### config.mk
export PLATFORM = sky130hd
export DESIGN_NAME = ifu_fetch_flat
export DESIGN_NICKNAME = d
export VERILOG_FILES = /design/src/rtl/ifu_fetch_if.sv /design/src/rtl/ifu_fetch.sv /design/src/flat_wrapper.sv
export SDC_FILE = /design/constraint.sdc
export NUM_CORES = 1
export LEC_CHECK = 0
export CORE_ASPECT_RATIO = 0.5
export CORE_MARGIN = 1.5
export CORE_UTILIZATION = 41
export CTS_CLUSTER_DIAMETER = 200
export DETAILED_ROUTE_END_ITERATION = 7
export PLACE_DENSITY = 0.94
export SLEW_MARGIN = 30
export SYNTH_ARGS = -nofsm -noshare
export SYNTH_HDL_FRONTEND = slang
export SYNTH_SLANG_ARGS = --single-unit
### constraint.sdc
create_clock -name clk -period 3.3 [get_ports clk]
set_input_delay 0.33 -clock clk [delete_from_list [all_inputs] [get_ports clk]]
set_output_delay 0.33 -clock clk [all_outputs]
set_load 0.05 [all_outputs]
### src/rtl/ifu_fetch_if.sv
// -----------------------------------------------------------------------------
// ifu_fetch_if
//   Bundle of every non-clock signal of the instruction fetch unit: the PC
//   register read port, the instruction-memory request/response channels and
//   the decode-side instruction handshake.
//
//   master : the fetch unit (drives mem_req_*, inst*, fetch_fault)
//   slave  : the surroundings (PC register, memory, decode)
//
//   pc, pc_wen         PC register value and its write enable
//   mem_req_valid/addr fetch request, mem_req_ready accepts it
//   mem_rsp_valid/data response word, mem_rsp_err flags a bus error
//   inst_valid/inst    instruction to decode, inst_pc its address,
//   fetch_fault        qualifies inst_valid, inst_ready accepts it
// -----------------------------------------------------------------------------
interface ifu_fetch_if;
   logic [31:0] pc;
   logic        pc_wen;
   logic        mem_req_valid;
   logic [31:0] mem_req_addr;
   logic        mem_req_ready;
   logic        mem_rsp_valid;
   logic [31:0] mem_rsp_data;
   logic        mem_rsp_err;
   logic        inst_valid;
   logic [31:0] inst;
   logic [31:0] inst_pc;
   logic        fetch_fault;
   logic        inst_ready;

   modport master (
      input  pc, pc_wen, mem_req_ready, mem_rsp_valid, mem_rsp_data,
             mem_rsp_err, inst_ready,
      output mem_req_valid, mem_req_addr, inst_valid, inst, inst_pc,
             fetch_fault
   );

   modport slave (
      output pc, pc_wen, mem_req_ready, mem_rsp_valid, mem_rsp_data,
             mem_rsp_err, inst_ready,
      input  mem_req_valid, mem_req_addr, inst_valid, inst, inst_pc,
             fetch_fault
   );
endinterface

### src/rtl/ifu_fetch.sv
// -----------------------------------------------------------------------------
// ifu_fetch
//   Instruction fetch unit of the single-issue NPC core. Reads the current PC,
//   issues one memory read for it, hands the returned word to decode and then
//   waits for the PC register to be rewritten before fetching again, so at
//   most one fetch is ever in flight.
//
//   Ports:
//     clk  rising-edge clock
//     rst  synchronous, active-high reset
//     bus  ifu_fetch_if.master (PC read port, memory request/response,
//          decode handshake)
//
//   Parameter:
//     RESET_PC  value of inst_pc after reset (matches the PC register reset)
//
//   Configuration macro IFU_FLUSH_EN:
//     defined   - pc_wen during an outstanding fetch or while an instruction is
//                 held redirects the unit; a stale response is dropped.
//     undefined - pc_wen is only legal in HOLD (with inst_ready) and DONE;
//                 elsewhere it is ignored and a simulation assertion fires.
// -----------------------------------------------------------------------------
module ifu_fetch #(
   parameter logic [31:0] RESET_PC = 32'h8000_0000
) (
   input  logic        clk,
   input  logic        rst,
   ifu_fetch_if.master bus
);

   typedef enum logic [1:0] {
      S_REQ  = 2'd0,
      S_WAIT = 2'd1,
      S_HOLD = 2'd2,
      S_DONE = 2'd3
   } state_t;

   state_t      state_q, state_d;
   logic [31:0] inst_q, inst_d;
   logic [31:0] inst_pc_q, inst_pc_d;
   logic        fault_q, fault_d;
   logic        req_valid;
   logic        hold_valid;
   logic        misaligned;

`ifdef IFU_FLUSH_EN
   // Set when the outstanding request belongs to a PC that has since been
   // replaced; the matching response must be thrown away.
   logic        drop_q, drop_d;
`endif

   assign misaligned = |bus.pc[1:0];

   always_comb begin
      state_d    = state_q;
      inst_d     = inst_q;
      inst_pc_d  = inst_pc_q;
      fault_d    = fault_q;
      req_valid  = 1'b0;
      hold_valid = 1'b0;
`ifdef IFU_FLUSH_EN
      drop_d     = drop_q;
`endif

      case (state_q)
         S_REQ: begin
            if (misaligned) begin
               // Never send a misaligned address to memory; report it instead.
               inst_pc_d = bus.pc;
               inst_d    = 32'h0;
               fault_d   = 1'b1;
               state_d   = S_HOLD;
            end else begin
               req_valid = 1'b1;
               if (bus.mem_req_ready) begin
                  inst_pc_d = bus.pc;
                  state_d   = S_WAIT;
`ifdef IFU_FLUSH_EN
                  // The request just accepted carries the old PC.
                  drop_d    = bus.pc_wen;
`endif
               end
            end
         end

         S_WAIT: begin
`ifdef IFU_FLUSH_EN
            if (bus.pc_wen) begin
               drop_d = 1'b1;
            end
            if (bus.mem_rsp_valid) begin
               drop_d = 1'b0;
               if (drop_q || bus.pc_wen) begin
                  state_d = S_REQ;
               end else begin
                  inst_d  = bus.mem_rsp_err ? 32'h0 : bus.mem_rsp_data;
                  fault_d = bus.mem_rsp_err;
                  state_d = S_HOLD;
               end
            end
`else
            if (bus.mem_rsp_valid) begin
               inst_d  = bus.mem_rsp_err ? 32'h0 : bus.mem_rsp_data;
               fault_d = bus.mem_rsp_err;
               state_d = S_HOLD;
            end
`endif
         end

         S_HOLD: begin
            hold_valid = 1'b1;
            if (bus.inst_ready) begin
               // A simultaneous PC write skips DONE so the refetch starts at once.
               state_d = bus.pc_wen ? S_REQ : S_DONE;
`ifdef IFU_FLUSH_EN
            end else if (bus.pc_wen) begin
               state_d = S_REQ;
`endif
            end
         end

         S_DONE: begin
            if (bus.pc_wen) begin
               state_d = S_REQ;
            end
         end

         default: state_d = S_REQ;
      endcase
   end

   always_ff @(posedge clk) begin
      if (rst) begin
         state_q   <= S_REQ;
         inst_q    <= 32'h0;
         inst_pc_q <= RESET_PC;
         fault_q   <= 1'b0;
`ifdef IFU_FLUSH_EN
         drop_q    <= 1'b0;
`endif
      end else begin
         state_q   <= state_d;
         inst_q    <= inst_d;
         inst_pc_q <= inst_pc_d;
         fault_q   <= fault_d;
`ifdef IFU_FLUSH_EN
         drop_q    <= drop_d;
`endif
      end
   end

   // Handshake outputs are masked during reset so nothing is offered while
   // the state register still holds a pre-reset value.
   assign bus.mem_req_valid = req_valid & ~rst;
   assign bus.mem_req_addr  = bus.pc;
   assign bus.inst_valid    = hold_valid & ~rst;
   assign bus.inst          = inst_q;
   assign bus.inst_pc       = inst_pc_q;
   assign bus.fetch_fault   = fault_q;

`ifndef IFU_FLUSH_EN
`ifndef SYNTHESIS
   // Rewriting the PC while a fetch is being issued or is outstanding is not
   // supported without redirect support.
   a_no_pc_wen_in_flight : assert property (
      @(posedge clk) disable iff (rst)
      !(bus.pc_wen && (state_q == S_REQ || state_q == S_WAIT))
   );
`endif
`endif

endmodule

### src/flat_wrapper.sv
// flat-port wrapper written by rule: the top's interface ports become plain ports
module ifu_fetch_flat 
#(
   parameter logic [31:0] RESET_PC = 32'h8000_0000
)
  (clk, rst, bus_pc, bus_pc_wen, bus_mem_req_ready, bus_mem_rsp_valid, bus_mem_rsp_data, bus_mem_rsp_err, bus_inst_ready, bus_mem_req_valid, bus_mem_req_addr, bus_inst_valid, bus_inst, bus_inst_pc, bus_fetch_fault);
  ifu_fetch_if bus_i ();
  input  logic clk;
  input  logic rst;
  input wire logic [$bits(bus_i.pc)-1:0] bus_pc;
  input wire logic [$bits(bus_i.pc_wen)-1:0] bus_pc_wen;
  input wire logic [$bits(bus_i.mem_req_ready)-1:0] bus_mem_req_ready;
  input wire logic [$bits(bus_i.mem_rsp_valid)-1:0] bus_mem_rsp_valid;
  input wire logic [$bits(bus_i.mem_rsp_data)-1:0] bus_mem_rsp_data;
  input wire logic [$bits(bus_i.mem_rsp_err)-1:0] bus_mem_rsp_err;
  input wire logic [$bits(bus_i.inst_ready)-1:0] bus_inst_ready;
  output wire logic [$bits(bus_i.mem_req_valid)-1:0] bus_mem_req_valid;
  output wire logic [$bits(bus_i.mem_req_addr)-1:0] bus_mem_req_addr;
  output wire logic [$bits(bus_i.inst_valid)-1:0] bus_inst_valid;
  output wire logic [$bits(bus_i.inst)-1:0] bus_inst;
  output wire logic [$bits(bus_i.inst_pc)-1:0] bus_inst_pc;
  output wire logic [$bits(bus_i.fetch_fault)-1:0] bus_fetch_fault;
  assign bus_i.pc = bus_pc;
  assign bus_i.pc_wen = bus_pc_wen;
  assign bus_i.mem_req_ready = bus_mem_req_ready;
  assign bus_i.mem_rsp_valid = bus_mem_rsp_valid;
  assign bus_i.mem_rsp_data = bus_mem_rsp_data;
  assign bus_i.mem_rsp_err = bus_mem_rsp_err;
  assign bus_i.inst_ready = bus_inst_ready;
  assign bus_mem_req_valid = bus_i.mem_req_valid;
  assign bus_mem_req_addr = bus_i.mem_req_addr;
  assign bus_inst_valid = bus_i.inst_valid;
  assign bus_inst = bus_i.inst;
  assign bus_inst_pc = bus_i.inst_pc;
  assign bus_fetch_fault = bus_i.fetch_fault;
  ifu_fetch #(.RESET_PC(RESET_PC)) u_core (.clk(clk), .rst(rst), .bus(bus_i));
endmodule
==> results.sh <==
export IMPL_area_growth_pct=63.7
export IMPL_die_h_um=62.2
export IMPL_rows=21
export IMPL_gp_congestion=0.788
export IMPL_cts_tree="done"
export IMPL_synth_edf_count=0
export IMPL_cts_num_sinks=67
export IMPL_antenna_found_initial=0
export IMPL_clk_latency_ns=0.33
export IMPL_diodes=0
export IMPL_hp_class="reg2reg"
export IMPL_die_area_mm2=0.00754
export IMPL_synth_compound_area_share_pct=13.6
export IMPL_r2r_cells=3
export IMPL_min_to="u_core.bus.inst_pc[8]$_SDFFE_PP0P_"
export IMPL_syn_area_mm2=0.00287
export IMPL_crit_family="buffers and inverters"
export IMPL_hp_start="u_core.bus.inst_pc[8]$_SDFFE_PP0P_"
export IMPL_nFillCells=515
export IMPL_clockBufferDepth=2
export IMPL_synth_simple_gate_area_share_pct=16.3
export IMPL_first_global_vias=2319
export IMPL_placed_area_mm2=0.00433
export IMPL_rsz0062_at_grt="no"
export IMPL_drv_cap=0
export IMPL_first_pass_iters=4
export IMPL_setup_viol=0
export IMPL_viasPerCell=4.72
export IMPL_timing_rr_end="u_core.bus.inst[20]$_SDFFE_PP0P_"
export IMPL_grt_ovfl_total=0
export IMPL_drtIter0Drc=106
export IMPL_p_leak_nw=1.84
export IMPL_path_common_cell="clkdlybuf4s50_1"
export IMPL_ios=170
export IMPL_synth_fa_ha_area_share_pct=0
export IMPL_slew_violations=0
export IMPL_ctsHtreeMaxLevel=3
export IMPL_path_clk_slew_ns=0.05
export IMPL_grt_pass1_wl_um=11200
export IMPL_period_share_pct=78.0
export IMPL_worstPathRequired_ns=2.97
export IMPL_synth_main_ff_cell="dfxtp_1"
export IMPL_finalCriticalPeriod_ns=2.57
export IMPL_vdd_drop_max_mv=0.324
export IMPL_grt_usage_pct=19.2
export IMPL_yosys_warnings=0
export IMPL_avgSynthCellArea_um2=10.7
export IMPL_outcome="completed"
export IMPL_rr_startpoint="u_core.state_q[0]$_SDFFE_PP0P_"
export IMPL_drive_gt1_share_pct=11.9
export IMPL_fin_worst_skew_ns=0.00375
export IMPL_startpoint="bus_pc[0]"
export IMPL_via_count=2344
export IMPL_reg2reg_slack_ns=1.41
export IMPL_cts_resized=0
export IMPL_final_cell_area_mm2=0.00470
export IMPL_cts_hold_buf=0
export IMPL_cts_root_buf="clkbuf_16"
export IMPL_cpPeakStageDelay_ns=0.83
export IMPL_final_nets=471
export IMPL_ys_seq_area_share_pct=46.7
export IMPL_core_mm2=0.00673
export IMPL_critPathLaunchType="input pin"
export IMPL_finalPower_mw=2.72
export IMPL_min_path_cells=2
export IMPL_synth_seq_cells=67
export IMPL_start_util_pct=42.7
export IMPL_die_w_um=121
export IMPL_numCtsBuffers=9
export IMPL_power_density_mw_per_mm2=579
export IMPL_hpwl_um=4870
export IMPL_syn_nets=339
export IMPL_synth_xor_area_share_pct=0
export IMPL_grt_max_degree=70
export IMPL_worstMarginPinSlew_ns=0.848
export IMPL_drc=0
export IMPL_hold_viol=0
export IMPL_ys_types=26
export IMPL_slew_headroom_pct=43.5
export IMPL_synth_top_family_by_area="simple AND/OR/NAND/NOR gates"
export IMPL_post_cts_buffers=0
export IMPL_wire_per_inst_um=14.1
export IMPL_io_buffer_count=169
export IMPL_crit_buf_inv=2
export IMPL_cp_slowest_cell="clkdlybuf4s50_1"
export IMPL_timing_hold_ws_ns=0.469
export IMPL_crit_path_max_fanout=5
export IMPL_setup_tns_final_ns=0
export IMPL_fmaxAchievable_ghz=0.389
export IMPL_ant_nets=0
export IMPL_worstSetupPathType="in2out"
export IMPL_synth_cells=268
export IMPL_crit_chain="clkdlybuf4s50_1 -> or3_4 -> nor3_1 -> clkdlybuf4s50_1"
export IMPL_arrival_ns=2.24
export IMPL_async_reset_ff_share_pct=0
export IMPL_end_kind="primary output"
export IMPL_routed_wirelength_um=6980
export IMPL_synthMuxAreaShare_pct=10.5
logic make-up after synthesis:
group                  count (synthesis)
AND/OR/NAND/NOR                       78
multiplexers                          30
AO/OA/AOI/OAI                         42
flip-flops                            67
buffers and inverters                 51
worst max-delay path by stage:
| stage | endpoint | slack, ns | cells after the start |
|---|---|---|---|
| 2_1_floorplan | bus_mem_req_valid | 1.17 | 2 |
| 3_3_place_gp | bus_mem_req_valid | 0.76 | 4 |
| 3_5_place_dp | bus_mem_req_valid | 0.73 | 4 |
| 4_1_cts | bus_mem_req_valid | 0.72 | 4 |
| 5_1_grt | bus_mem_req_valid | 0.68 | 4 |
| 6_report | bus_mem_req_valid | 0.73 | 4 |
synth_stat cells, types with 2 or more instances:
cell type,instances,area [um^2]
mux2i_1,30,300
clkbuf_1,6,22.5
nor3_1,6,30.0
nand2b_1,58,363
o31ai_1,2,15.0
clkbuf_8,2,27.5
nor2_1,5,18.8
buf_4,35,263
a22o_1,7,61.3
buf_2,4,20.0
nand2_1,4,15.0
a21oi_1,3,15.0
dfxtp_1,67,1340
a22o_2,25,250
buf_6,3,33.8
flip-flops by register name, indices dropped and copies added (netlist names):
name                    cells
u_core.bus.inst            32
u_core.bus.fetch_fault      1
u_core.state_q              2
u_core.bus.inst_pc         32
per-layer routing:
| metal | track usage, % | up-vias | routed length, um |
|---|---|---|---|
| met5 | 0 | - | 0 |
| met2 | 33.3 | 83 | 3560 |
| met4 | 7.50 | 0 | 104 |
| met3 | 6.89 | 10 | 495 |
| met1 | 21.6 | 1096 | 2820 |
| li1 | - | 1155 | - |
cell type report:
cell class | count | area (um^2) | area share, %
clock buffers | 10 | 229 | 4.87
flip-flops and latches | 67 | 1340 | 28.5
multi-input cells | 150 | 1170 | 24.9
inverters | 1 | 3.75 | 0.0798
well taps | 92 | 115 | 2.45
repair buffers | 171 | 1700 | 36.2
clock inverters | 6 | 138 | 2.93
worst register-to-register path, delay by kind of cell (launching register included):
kind            cells  cell delay (ns)
simple gates        1             0.42
compound gates      2             0.98
flops               1             0.44
through the flow:
stage	utilization [%]	cells	setup slack [ns]
floorplan	-	268	1.17
global placement	64.4	481	0.758
detailed placement	64.4	481	0.729
CTS	69.9	497	0.721
global route	69.9	497	0.681
finish	69.9	497	0.726
placed cells by master (no fill, tap or decap), drive strengths merged, types with 2 or more instances in the layout:
master / count
a21oi: 3
nor3: 7
mux2i: 30
clkdlybuf4s50: 168
buf: 3
a31oi: 2
bufinv: 4
o31ai: 2
nor2: 5
nand2: 4
clkinv: 2
dfxtp: 67
clkbuf: 10
a22o: 32
nand2b: 59
report_power, final:
part	internal (mW)	total (mW)	switching [mW]
sequential	0.864	0.899	0.0356
combinational	0.266	0.658	0.392
clock	0.817	1.16	0.348
Note: power is estimated with default switching activity, not from simulation.
==> patch: new RTL, same flow settings <==
Add a define of `IFU_FLUSH_EN`.
--- a/src/rtl/ifu_fetch.sv
+++ b/src/rtl/ifu_fetch.sv
@@ -21,4 +21,6 @@
 //                 elsewhere it is ignored and a simulation assertion fires.
 // -----------------------------------------------------------------------------
+`define IFU_FLUSH_EN
+
 module ifu_fetch #(
    parameter logic [31:0] RESET_PC = 32'h8000_0000
Function: changed (Yosys sat finds a counterexample within 4 cycles, from zero or initial values and one cycle with rst high).
==> patch against the original RTL <==
Worst setup slack worse by 0.058 ns. Via count is 34% higher. Critical path depth is 1 lower. Clock power is 17% lower. Area after synthesis is 17% higher. Synthesized cell count is 45% higher. Wire length is 34% higher. Power is 9.2% lower. Maximum frequency is 2.2% lower. Largest power group unchanged. Largest cell class unchanged. Final cell count is 26% higher. Die area is 16% higher. Sequential cell count is 1 higher. Design area is 8.2% higher.
==> patch: results (changes against the original RTL) <==
cts:
  clkLatencyLatePin_ns: 0.32
  root_buffer: "clkbuf_16"  # unchanged
  cts.htree.levels: 3  # unchanged
  clkTransAtPathRegs_ns: 0.05  # about the same
  post_cts_buffers: 0  # unchanged
  cts_resized: 0  # unchanged
global_routing:
  use_met2: 0.378  # was 0.333
  grt.total_usage: 0.209  # was 0.192
  use_met1: 0.231  # was 0.216
  grt_max_degree: 67  # was 70
  grt_pass1_vias: 3027  # was 2319
  antenna_found_initial: 0  # unchanged
  use_met3: 0.0554  # was 0.0689
  grt_pass1_wl_um: 14300  # was 11200 um
placement:
  dpl.hpwl_um: 6350  # was 4870 um
  io_buffers: 169  # unchanged
  place_congestion: 0.847  # was 0.788
  pre_cts_ws_ns: 0.728  # was 0.729 ns
  dp.cells: 610  # was 481
finish:
  layout-drive-gt1-share: 0.0546  # was 0.119
  fin_cells: 625  # was 497
  antenna_cells: 0  # unchanged
  finish.net_count: 580  # was 471
  fillers: 645  # was 515
sta:
  fin_skew_ns: 0.00484  # was 0.00375 ns
  final_max_slew_viol_count: 0  # unchanged
  max-slew-margin-rel: 0.497  # was 0.435
yosys:
  synthFlopType: "dfxtp_1"  # unchanged
  syn-num-nets: 460  # was 339
  post_synth_num_cell_types: 29  # was 26
  synth.avg_cell_area_um2: 8.63  # was 10.7 um2
  synth_common_cells: "dfxtp_1, o21ai_1, nand2_1"  # was dfxtp_1, nand2b_1, buf_4, mux2i_1, a22o_2
  yosysSeqAreaShare: 0.405  # was 0.467
  synth_area_leaders: "dfxtp_1, mux2i_1, buf_4, nand3b_1, nor2b_1"  # was dfxtp_1, nand2b_1, mux2i_1, buf_4, a22o_2
route:
  drt-initial-drc-count: 191  # was 106
  wl_um: 9390  # was 6980 um
  vias: 3133  # was 2344
  drtPass1Iterations: 5  # was 4
worst_setup_path:
  cp.arrival_ns: 2.30  # was 2.24 ns
  worst_path_largest_cell_delay_ns: 0.86  # was 0.83 ns
  critPathMaxFanout: 66  # was 5
pwr:
  p_leak_nw: 2.02  # was 1.84 nW
  peakVddDrop_mv: 0.328  # was 0.324 mV
outcome:
  status: "completed"  # unchanged
hold_path:
  hold_path.class: "flip-flop to flip-flop"  # unchanged
die:
  die_w_um: 131  # was 121 um
patch: routing by layer:
metal,wire length [um],part of all wire,vias up
li1,-,-,1536
met1,3700,0.39,1472
met2,4990,0.53,101
met3,421,0.045,24
met4,282,0.030,0
met5,0,0,-
patch: metrics by stage:
stage | power, mW | utilization | area, um2
finish | 2.47 | 0.638 | 5090
global route | 2.57 | 0.638 | 5090
global placement | 1.51 | 0.599 | 4780
CTS | 2.49 | 0.638 | 5080
floorplan | 1.32 | - | 3360
detailed placement | 1.52 | 0.599 | 4780
patch: area by class of cell:
cell class,count,share of cell area
Timing Repair Buffer,175,0.340
Multi-Input combinational cell,252,0.303
Sequential cell,68,0.268
Clock buffer,14,0.0539
Tap cell,112,0.0275
Clock inverter,1,0.00590
Inverter,3,0.00221
patch: power by group:
part	switching (mW)	leakage (nW)	total (mW)	internal (mW)
registers	0.0222	0.555	0.886	0.864
clock network	0.323	0.149	0.966	0.643
logic	0.393	1.32	0.620	0.228
patch: final timing paths:
kind	start	end	slack [ns]	cells after the start
min	u_core.bus.inst_pc[16]$_SDFFE_PP0P_	u_core.bus.inst_pc[16]$_SDFFE_PP0P_	0.47	2
min reg2reg	u_core.bus.inst_pc[16]$_SDFFE_PP0P_	u_core.bus.inst_pc[16]$_SDFFE_PP0P_	0.47	2
max reg2reg	u_core.state_q[0]$_SDFFE_PP0P_	u_core.bus.inst_pc[25]$_SDFFE_PP0P_	1.63	4
max	u_core.state_q[0]$_SDFFE_PP0P_	bus_mem_req_valid	0.67	3
patch: logic make-up (layout without fill, tap and decap cells):
family | Yosys count | count (layout) | synth area share
compound gates | 101 | 101 | 0.154
buf+inv | 69 | 193 | 0.138
flops | 68 | 68 | 0.405
mux | 33 | 33 | 0.0984
simple gates | 118 | 118 | 0.205
patch: worst max-delay path: cells and delay by family, from the launching register on:
kind	cells	cell delay, ns
buffers and inverters	1	0.86
and+or+nand+nor	2	0.75
DFF	1	0.37
